`config.mk`:
```
export PLATFORM = sky130hd
export DESIGN_NAME = mc_ctrl_fsm
export DESIGN_NICKNAME = d
export VERILOG_FILES = /design/src/rtl/mc_ctrl_pkg.sv /design/src/rtl/mc_mem_wait.sv /design/src/rtl/mc_ctrl_fsm.sv
export SDC_FILE = /design/constraint.sdc
export NUM_CORES = 1
export LEC_CHECK = 0
export CAP_MARGIN = 20
export CORE_ASPECT_RATIO = 1.75
export CORE_MARGIN = 1
export CORE_UTILIZATION = 47
export DETAILED_ROUTE_END_ITERATION = 12
export PLACE_DENSITY = 0.84
export SYNTH_ARGS = -nofsm -noshare
export SYNTH_HDL_FRONTEND = slang
export SYNTH_SLANG_ARGS = --single-unit
```
`constraint.sdc`:
```
create_clock -name clk -period 3.7 [get_ports clk]
set_input_delay 0.74 -clock clk [delete_from_list [all_inputs] [get_ports clk]]
set_output_delay 0.74 -clock clk [all_outputs]
set_load 0.03 [all_outputs]
```
`src/rtl/mc_ctrl_pkg.sv`:
```
// Shared encodings for the multicycle RV32I control FSM and its datapath:
// state enum, opcodes, mux selects, ALU ops, trap causes and the opcode dispatch.
package mc_ctrl_pkg;

    typedef enum logic [4:0] {
        S_FETCH,
        S_DECODE,
        S_EX_R,
        S_EX_I,
        S_WB_ALU,
        S_ADDR,
        S_MEM_RD,
        S_MEM_WR,
        S_WB_MEM,
        S_BRANCH,
        S_JAL,
        S_JALR_EX,
        S_JALR_WB,
        S_LUI,
        S_AUIPC,
        S_TRAP
    } state_t;

    localparam logic [6:0] OP_R      = 7'b0110011;
    localparam logic [6:0] OP_I      = 7'b0010011;
    localparam logic [6:0] OP_LOAD   = 7'b0000011;
    localparam logic [6:0] OP_STORE  = 7'b0100011;
    localparam logic [6:0] OP_BRANCH = 7'b1100011;
    localparam logic [6:0] OP_JAL    = 7'b1101111;
    localparam logic [6:0] OP_JALR   = 7'b1100111;
    localparam logic [6:0] OP_LUI    = 7'b0110111;
    localparam logic [6:0] OP_AUIPC  = 7'b0010111;

    localparam logic [6:0] F7_BASE   = 7'b0000000;
    localparam logic [6:0] F7_ALT    = 7'b0100000;
    localparam logic [6:0] F7_MULDIV = 7'b0000001;
    localparam logic [2:0] F3_BEQ    = 3'b000;
    localparam logic [2:0] F3_BNE    = 3'b001;

    localparam logic [1:0] WB_ALUOUT = 2'b00;
    localparam logic [1:0] WB_MDR    = 2'b01;
    localparam logic [1:0] WB_PC4    = 2'b10;
    localparam logic [1:0] WB_IMM    = 2'b11;

    localparam logic [1:0] A_PC      = 2'b00;
    localparam logic [1:0] A_RS1     = 2'b01;
    localparam logic [1:0] A_OLDPC   = 2'b10;
    localparam logic [1:0] A_ZERO    = 2'b11;

    localparam logic [1:0] B_RS2     = 2'b00;
    localparam logic [1:0] B_FOUR    = 2'b01;
    localparam logic [1:0] B_IMM     = 2'b10;

    localparam logic [1:0] ALU_ADD    = 2'b00;
    localparam logic [1:0] ALU_CMP    = 2'b01;
    localparam logic [1:0] ALU_RFUNCT = 2'b10;
    localparam logic [1:0] ALU_IFUNCT = 2'b11;

    localparam logic [1:0] PC_ALU    = 2'b00;
    localparam logic [1:0] PC_ALUOUT = 2'b01;

    localparam logic [1:0] CAUSE_NONE    = 2'b00;
    localparam logic [1:0] CAUSE_ILLEGAL = 2'b01;
    localparam logic [1:0] CAUSE_MEM_TO  = 2'b10;

    // Dispatch target out of DECODE; S_TRAP marks an illegal instruction.
    function automatic state_t decode_op(input logic [6:0] op, input logic [2:0] funct3,
                                         input logic [6:0] funct7);
        case (op)
            OP_R:      return (funct7 == F7_BASE || funct7 == F7_ALT || funct7 == F7_MULDIV)
                              ? S_EX_R : S_TRAP;
            OP_I:      return S_EX_I;
            OP_LOAD:   return S_ADDR;
            OP_STORE:  return S_ADDR;
            OP_BRANCH: return (funct3 == F3_BEQ || funct3 == F3_BNE) ? S_BRANCH : S_TRAP;
            OP_JAL:    return S_JAL;
            OP_JALR:   return S_JALR_EX;
            OP_LUI:    return S_LUI;
            OP_AUIPC:  return S_AUIPC;
            default:   return S_TRAP;
        endcase
    endfunction

endpackage

```
`src/rtl/mc_mem_wait.sv`:
```
// Memory wait-state counter: counts cycles a request is pending without ready
// and flags when the count reaches MEM_TIMEOUT (0 disables the timeout).
module mc_mem_wait #(
    parameter int unsigned MEM_TIMEOUT = 16,
    parameter int unsigned TO_W        = 8
) (
    input  logic clk,
    input  logic reset,
    input  logic start,
    input  logic req,
    input  logic ready,
    output logic timeout_hit
);

    logic [TO_W-1:0] cnt;

    always_ff @(posedge clk) begin
        if (reset || start) begin
            cnt <= '0;
        end else if (req && !ready) begin
            cnt <= cnt + 1'b1;
        end
    end

    always_comb begin
        timeout_hit = (MEM_TIMEOUT != 0) && req && !ready && (cnt == TO_W'(MEM_TIMEOUT));
    end

endmodule

```
`src/rtl/mc_ctrl_fsm.sv`:
```
// Multicycle RV32I control FSM with memory handshake, timeout/illegal trap and retire strobe.
// Optional perf counters (cyc_cnt, ret_cnt) are enabled by defining MC_CTRL_PERF_EN.
module mc_ctrl_fsm
    import mc_ctrl_pkg::*;
#(
    parameter int unsigned MEM_TIMEOUT = 16,
    parameter int unsigned TO_W        = 8,
    parameter int unsigned CNT_W       = 32
) (
    input  logic             clk,
    input  logic             reset,
    input  logic [6:0]       op,
    input  logic [2:0]       funct3,
    input  logic [6:0]       funct7,
    input  logic             mem_ready,
    output logic             mem_req,
    output logic             pc_write,
    output logic             i_or_d,
    output logic             mem_write,
    output logic             ir_write,
    output logic [1:0]       mem_to_reg,
    output logic             reg_write,
    output logic [1:0]       alu_src_a,
    output logic [1:0]       alu_src_b,
    output logic [1:0]       alu_op,
    output logic [1:0]       pc_src,
    output logic             branch,
    output logic             branch_n,
    output logic             retire,
    output logic             trap,
    output logic [1:0]       trap_cause,
    output logic [4:0]       state_o
`ifdef MC_CTRL_PERF_EN
    ,
    output logic [CNT_W-1:0] cyc_cnt,
    output logic [CNT_W-1:0] ret_cnt
`endif
);

    if (CNT_W == 0 || (MEM_TIMEOUT >> TO_W) != 0) begin : g_bad_cfg
        $error("mc_ctrl_fsm: CNT_W must be nonzero and MEM_TIMEOUT < 2**TO_W");
    end

    state_t state;
    state_t dec_nx;
    logic   timeout_hit;
    logic   wait_start;

    // Clearing whenever no request is pending or one completes leaves the
    // counter at zero on every entry into FETCH, MEM_RD or MEM_WR.
    always_comb begin
        wait_start = !mem_req || mem_ready;
        dec_nx     = decode_op(op, funct3, funct7);
    end

    mc_mem_wait #(
        .MEM_TIMEOUT(MEM_TIMEOUT),
        .TO_W       (TO_W)
    ) u_wait (
        .clk        (clk),
        .reset      (reset),
        .start      (wait_start),
        .req        (mem_req),
        .ready      (mem_ready),
        .timeout_hit(timeout_hit)
    );

    always_ff @(posedge clk) begin
        if (reset) begin
            state      <= S_FETCH;
            trap_cause <= CAUSE_NONE;
        end else begin
            case (state)
                S_FETCH, S_MEM_RD, S_MEM_WR: begin
                    if (timeout_hit) begin
                        state      <= S_TRAP;
                        trap_cause <= CAUSE_MEM_TO;
                    end else if (mem_ready) begin
                        state <= (state == S_FETCH)  ? S_DECODE :
                                 (state == S_MEM_RD) ? S_WB_MEM : S_FETCH;
                    end
                end
                S_DECODE: begin
                    state <= dec_nx;
                    if (dec_nx == S_TRAP) trap_cause <= CAUSE_ILLEGAL;
                end
                S_EX_R, S_EX_I: state <= S_WB_ALU;
                S_ADDR:         state <= (op == OP_STORE) ? S_MEM_WR : S_MEM_RD;
                S_JALR_EX:      state <= S_JALR_WB;
                S_TRAP:         state <= S_TRAP;
                default:        state <= S_FETCH;
            endcase
        end
    end

    always_comb begin
        mem_req    = 1'b0;
        pc_write   = 1'b0;
        i_or_d     = 1'b0;
        mem_write  = 1'b0;
        ir_write   = 1'b0;
        mem_to_reg = WB_ALUOUT;
        reg_write  = 1'b0;
        alu_src_a  = A_PC;
        alu_src_b  = B_RS2;
        alu_op     = ALU_ADD;
        pc_src     = PC_ALU;
        branch     = 1'b0;
        branch_n   = 1'b0;
        retire     = 1'b0;
        trap       = 1'b0;
        state_o    = state;
        case (state)
            S_FETCH: begin
                mem_req   = 1'b1;
                alu_src_b = B_FOUR;
                ir_write  = mem_ready;
                pc_write  = mem_ready;
            end
            S_DECODE: begin
                alu_src_a = A_OLDPC;
                alu_src_b = B_IMM;
            end
            S_EX_R: begin
                alu_src_a = A_RS1;
                alu_op    = ALU_RFUNCT;
            end
            S_EX_I: begin
                alu_src_a = A_RS1;
                alu_src_b = B_IMM;
                alu_op    = ALU_IFUNCT;
            end
            S_ADDR, S_JALR_EX: begin
                alu_src_a = A_RS1;
                alu_src_b = B_IMM;
            end
            S_MEM_RD: begin
                mem_req = 1'b1;
                i_or_d  = 1'b1;
            end
            S_MEM_WR: begin
                mem_req   = 1'b1;
                i_or_d    = 1'b1;
                mem_write = 1'b1;
                retire    = mem_ready;
            end
            S_WB_ALU, S_AUIPC, S_WB_MEM, S_LUI: begin
                reg_write  = 1'b1;
                retire     = 1'b1;
                mem_to_reg = (state == S_WB_MEM) ? WB_MDR :
                             (state == S_LUI)    ? WB_IMM : WB_ALUOUT;
            end
            S_BRANCH: begin
                alu_src_a = A_RS1;
                alu_op    = ALU_CMP;
                pc_src    = PC_ALUOUT;
                branch    = (funct3 == F3_BEQ);
                branch_n  = (funct3 == F3_BNE);
                retire    = 1'b1;
            end
            S_JAL, S_JALR_WB: begin
                reg_write  = 1'b1;
                mem_to_reg = WB_PC4;
                pc_write   = 1'b1;
                pc_src     = PC_ALUOUT;
                retire     = 1'b1;
            end
            S_TRAP: trap = 1'b1;
            default: ;
        endcase
    end

`ifdef MC_CTRL_PERF_EN
    always_ff @(posedge clk) begin
        if (reset) begin
            cyc_cnt <= '0;
            ret_cnt <= '0;
        end else begin
            if (state != S_TRAP) cyc_cnt <= cyc_cnt + 1'b1;
            if (retire)          ret_cnt <= ret_cnt + 1'b1;
        end
    end
`endif

endmodule

```
==> reports/metrics.cfg, run 1 <==
[critical_path]
crit_path_max_fanout=18
end_kind=output pin
r2r-end=state_o[2]
arrival_ps=2370
regToRegSetupSlack_ps=1770
slowest_delay_ps=710
critical_path_class=reg2out
cp.required_ps=2960
cp_top_family=flip-flops
start_kind=flip-flop
worst_path_max_delay_cell=dfxtp_1
r2r-start=state_o[1]
rr_worst_depth=5
cpMostUsedCell=nor2_1
worstPathCellList=nand2b_1 -> nor2_1 -> nor2_1 -> a21oi_1 -> clkdlybuf4s50_1
path_buf_inv=1

[global_routing]
grt_pass1_wl_um=5360
grt_pass1_vias=1306
grt_antenna_before_repair=0
track_usage=0.254
grt_max_degree=28
overflow=0

[clock_tree]
numCtsBuffers=3
clkLatencyLatePin_ps=240
clockRootBuffer=clkbuf_8
cts_setup_buffers=0
cts_tree=built
path_clk_slew_ps=60
htree_levels=1
cts_sinks=14
cts_buffer_depth=2
hold_buffers=0
cts_resized=0

[final_layout]
final_nets=232
diodes=0
syn_to_final_growth_pct=35.3
final_area_mm2=0.00169
drive_above_1_share=0.0478

[sta]
fin_crit_sh=0.840
setup_violations=0
hold_viol_final=0
timing.final.max_slew_violations=0
fin_crit_ps=3110
rsz0062_at_grt=false
tns_ps=0
fmax_mhz=322
finClkSkew_ps=1.16
whs_ps=472
tightest_slew_ps=760
relSlewSlack=0.493

[pwr]
ir_worst_vdd_uv=360
comb_power_share=0.640
p_int_mw=0.603
clkPwrFrac=0.124
p_leak_nw=0.627
share_seq_of_total_power=0.236
finalPower_mw=1.18
p_switching_mw=0.579
power.density_mw_per_mm2=699
switching_share=0.490

[yosys]
syn_area_per_cell_um2=7.18
synth-edff-count=0
yosysWarnings=0
ys_seq_elements=14
ys.flop_type=dfxtp_1
synth_cells=174
synth_cell_types=49
ys_seq_area_frac=0.224
yosys.area.top_type=dfxtp_1
synth_top_area_frac=0.224
synth_area_mm2=0.00125
synth-async-reset-ratio=0
synth_area_leaders=dfxtp_1 (22%), nor2_1 (7.8%), o21ai_0 (4.8%)

[die]
boundaryPins=47
core_mm2=0.00249
die_h_um=70.2
std_cell_rows=24
die_x_um=41.0
dieArea_mm2=0.00288
start_util=0.502

[route]
ant_nets=0
routed_wl_um=3250
wl_per_cell_um=13.8
vias_per_cell=5.81
first_iter_violations=53
via_count=1365
firstDrtPassIters=4
drc=0

[min_path]
hold_depth=1
hp-start=trap_cause[0]
hp-class=reg2reg
hold_end=trap_cause[0]

[status]
status=finished, final reports clean

[flow_run]
cap_violations=0

[placed_design]
numPortBuffers=44
place_area_mm2=0.00164
gp_congestion=0.887
dp_hpwl_um=2460

[metrics by stage]
stage,setup WS (ps),cells,utilization
global route,363,235,0.679
CTS,581,235,0.679
floorplan,807,175,-
global placement,627,231,0.657
finish,591,235,0.679
detailed placement,593,231,0.657
[how the worst max path moves through the flow]
stage | start | slack, ps | end | cells past startpoint
after floorplan | state_o[2] | 810 | ir_write | 3
after global placement | funct3[2] | 630 | branch | 4
after detailed placement | funct3[2] | 590 | branch | 4
after CTS | state_o[2] | 580 | reg_write | 5
after global routing | state_o[2] | 360 | reg_write | 5
final | state_o[2] | 590 | reg_write | 5
[sequential cells by signal, indices dropped and copies added (netlist names)]
name	cells
u_wait.cnt	8
state_o	4
trap_cause	2
[cells in the mapped netlist, types with 2 or more instances]
cell type  number
a2111oi_1       2
a211oi_1        2
a21oi_1        10
a22oi_1         2
a31oi_1         2
and2_1          3
and3_1          3
buf_2           3
buf_4           3
buf_6           3
clkbuf_1        5
dfxtp_1        14
ha_1            2
inv_1           6
nand2_1        14
nand2b_1        7
nand3_1         6
nand3b_1        2
nor2_1         26
nor2b_1         2
nor3_1          4
nor4_1          4
o211ai_1        2
o21a_1          3
o21ai_0        12
o22ai_1         2
or2_2           2
xnor2_1         2
xor2_1          6
[per-layer routing]
| layer | routed length, um | vias to the layer above | GRT usage |
|---|---|---|---|
| met2 | 1830 | 45 | 0.446 |
| met3 | 122 | 9 | 0.0222 |
| met1 | 1220 | 628 | 0.277 |
| met5 | 0 | - | 0 |
| met4 | 68 | 0 | 0.111 |
| li1 | - | 683 | - |
[worst reg2reg max path, stage by stage (launching register included)]
cell      delay [ps]
dfxtp_1          770
and2_1           310
o21ai_0          180
nor2_1           320
a211oi_1          90
a31oi_1          190
[power groups by stage]
stage	Combinational (mW)	Sequential, mW	Clock, mW
3_5_place_dp	0.758	0.280	0
6_report	0.756	0.279	0.147
3_3_place_gp	0.746	0.279	0
5_1_grt	0.820	0.290	0.158
2_1_floorplan	0.539	0.241	0
4_1_cts	0.761	0.277	0.150
[cell usage in the layout, fill, tap and decap left out, types with 3 or more instances in the layout]
master and count:
clkdlybuf4s50_1 44, nor2_1 26, nand2_1 14, dfxtp_1 14, o21ai_0 12, a21oi_1 10, nand2b_1 7, inv_1 6
xor2_1 6, nand3_1 6, nor3_1 4, nor4_1 4, clkbuf_8 4, and2_1 3, and3_1 3, o21a_1 3
[logic make-up (layout without fill, tap and decap cells)]
| group | after synthesis | after routing | share of synthesized area |
|---|---|---|---|
| simple gates | 84 | 84 | 0.364 |
| compound gates | 45 | 45 | 0.242 |
| xor+xnor | 8 | 8 | 0.0561 |
| flops | 14 | 14 | 0.224 |
| other cells | 1 | 2 | 0.00300 |
| buf+inv | 20 | 54 | 0.0901 |
| fa+ha+maj | 2 | 2 | 0.0200 |
[area by class of cell]
type                       instances  area [um^2]
sequential                        14          280
multi-input combinational        141          861
fill                             215          801
timing repair buffer              44          440
tap                               26         32.5
inverter                           6         22.5
clock buffer                       4         55.1
Note: power is estimated with default switching activity, not from simulation.
==> run 2: changes to the inputs <==
--- a/config.mk
+++ b/config.mk
@@ -8,9 +8,9 @@
 export CAP_MARGIN = 20
 export CORE_ASPECT_RATIO = 1.75
 export CORE_MARGIN = 1
-export CORE_UTILIZATION = 47
+export CORE_UTILIZATION = 44
 export DETAILED_ROUTE_END_ITERATION = 12
-export PLACE_DENSITY = 0.84
+export PLACE_DENSITY = 0.8
 export SYNTH_ARGS = -nofsm -noshare
 export SYNTH_HDL_FRONTEND = slang
 export SYNTH_SLANG_ARGS = --single-unit
==> constraint.sdc (replaced) <==
create_clock -name clk -period 3.25 [get_ports clk]
set_input_delay 0.65 -clock clk [delete_from_list [all_inputs] [get_ports clk]]
set_output_delay 0.65 -clock clk [all_outputs]
set_load 0.03 [all_outputs]
==> run 2 against run 1 <==
Global-route usage down 3.3 points. Largest power group unchanged. Wire length up 1.5%. Setup slack lost 310 ps.
==> reports/metrics.cfg, run 2 (synthesis gave the netlist of run 1 again) <==
[sta]
fmax_mhz=337
fin_crit_ps=2970
relSlewSlack=0.523  ; +0.0304
hold_viol_final=0  ; unchanged
setup_ws_ps=280  ; -311 ps
tightest_slew_ps=714  ; -45.5 ps
tns_ps=0  ; unchanged
setup_violations=0  ; unchanged
timing.final.max_slew_violations=0  ; unchanged
finClkSkew_ps=1.50  ; +0.339 ps
rsz0062_at_grt=false
fin_crit_sh=0.914

[die]
core_mm2=0.00269  ; +7.9%
start_util=0.465  ; -0.0369
boundaryPins=47  ; unchanged
die_h_um=72.5  ; +3.3%
std_cell_rows=25  ; +4.2%
die_x_um=42.3  ; +3.2%
dieArea_mm2=0.00307  ; +6.5%

[final_layout]
final-seq-area_um2=280  ; unchanged
utilization=0.638  ; -0.0410
drive_above_1_share=0.0613  ; +0.0135
layout_commonest_cell=clkdlybuf4s50_1
multiInputGateArea_um2=861  ; unchanged
final_nets=235  ; +1.3%
largest_reg_flops=8  ; unchanged
n_fill_cell=241  ; +12%
diodes=0  ; unchanged
syn_to_final_growth_pct=37.2
largest_register=u_wait.cnt
final_cell_mix=clkdlybuf4s50_1 (44), nor2_1 (26), nand2_1 (14), dfxtp_1 (14), o21ai_0 (12)

[critical_path]
worstPathCellList=clkdlybuf4s50_1 -> nor4_1 -> and4b_1 -> clkdlybuf4s50_1
start_kind=primary input
end_kind=output pin
worst_path_max_delay_cell=clkdlybuf4s50_1
slowest_delay_ps=670  ; -40 ps
cp.required_ps=2600  ; -360 ps
crit_path_max_fanout=3  ; -15
cpMostUsedCell=clkdlybuf4s50_1
rr_worst_depth=5  ; unchanged
arrival_ps=2320  ; -50 ps
critical_path_class=in2out

[placed_design]
gp_congestion=0.873  ; -1.6%
numPortBuffers=44  ; unchanged
pre_cts_ws_ps=294  ; -299 ps
dp_hpwl_um=2640  ; +7.0%

[clock_tree]
cts_sinks=14  ; unchanged
cts_resized=0  ; unchanged
cts_tree=built
htree_levels=1  ; unchanged
numCtsBuffers=3  ; unchanged
clockRootBuffer=clkbuf_8
cts_setup_buffers=0  ; unchanged
clkLatencyLatePin_ps=250  ; about the same
cts_buffer_depth=2  ; unchanged
hold_buffers=0  ; unchanged
path_clk_slew_ps=60  ; about the same

[pwr]
p_int_mw=0.705  ; +17%
p_switching_mw=0.671  ; +16%
ir_worst_vdd_uv=414  ; +15%
clkPwrFrac=0.124  ; about the same
power.density_mw_per_mm2=803  ; +15%
switching_share=0.488  ; -0.00198
finalPower_mw=1.38  ; +16%
share_seq_of_total_power=0.208  ; -0.028
p_leak_nw=0.642  ; +2.5%
comb_power_share=0.668  ; +0.028

[global_routing]
grt_max_degree=21  ; -25%
overflow=0  ; unchanged
grt_antenna_before_repair=0  ; unchanged
grt_pass1_vias=1280  ; -2.0%
grt_pass1_wl_um=5350  ; -0.13%
track_usage=0.221  ; -0.0330

[route]
via_count=1394  ; +2.1%
wl_per_cell_um=13.8  ; -0.22%
wirelength_met1_um=1200  ; -2.1%
topRoutingLayerUsed=met4
routed_wl_um=3290  ; +1.5%
wl_met2_um=1840  ; +0.66%
first_iter_violations=45  ; -15%
vias_per_cell=5.83  ; +0.42%
ant_nets=0  ; unchanged
firstDrtPassIters=4  ; unchanged
drc=0  ; unchanged
dr_wl_met3_um=153  ; +25%

[status]
status=finished, final reports clean

[min_path]
hold_depth=1  ; unchanged
hp-class=reg2reg

[flow_run]
cap_violations=0  ; unchanged

-- run 2: cell types whose count changed in the layout (fill, tap and decap cells not counted) --
cell   delta
buf_4     +3
-- run 2: worst max-delay path, delay by kind of cell --
family	cells	cell delay, ps
buf+inv	2	1120
simple gates	2	550
-- run 2: path summary, 6_finish.rpt --
path / startpoint / end / slack (ps)
max: funct3[2] / branch / 280
min: trap_cause[0] / trap_cause[0] / 460
max reg2reg: state_o[1] / state_o[2] / 1340
min reg2reg: trap_cause[0] / trap_cause[0] / 460
-- run 2: layout make-up --
cell class | instances | area share
inverters | 6 | 0.0131
flip-flops and latches | 14 | 0.163
repair buffers | 47 | 0.270
multi-input cells | 141 | 0.502
well taps | 27 | 0.0197
clock buffers | 4 | 0.0321
-- run 2: power groups by stage --
stage               combinational (mW)  sequential (mW)  clock [mW]
finish                           0.920            0.286       0.171
global route                     0.991            0.295       0.178
CTS                              0.925            0.284       0.175
detailed placement               0.922            0.288           0
global placement                 0.907            0.286           0
floorplan                        0.614            0.275           0
-- run 2: metrics by stage --
| stage | hold slack, ps | instances | area [um^2] |
|---|---|---|---|
| global route | 502 | 239 | 1720 |
| finish | 463 | 239 | 1720 |
| global placement | 453 | 235 | 1660 |
| floorplan | 449 | 175 | 1250 |
| detailed placement | 459 | 235 | 1660 |
| CTS | 468 | 239 | 1720 |
-- run 2: layer usage --
layer | vias to the layer above | global-route usage
met5 | - | 0
met4 | 0 | 0.115
met3 | 10 | 0.0299
met2 | 44 | 0.438
met1 | 651 | 0.211
li1 | 689 | -
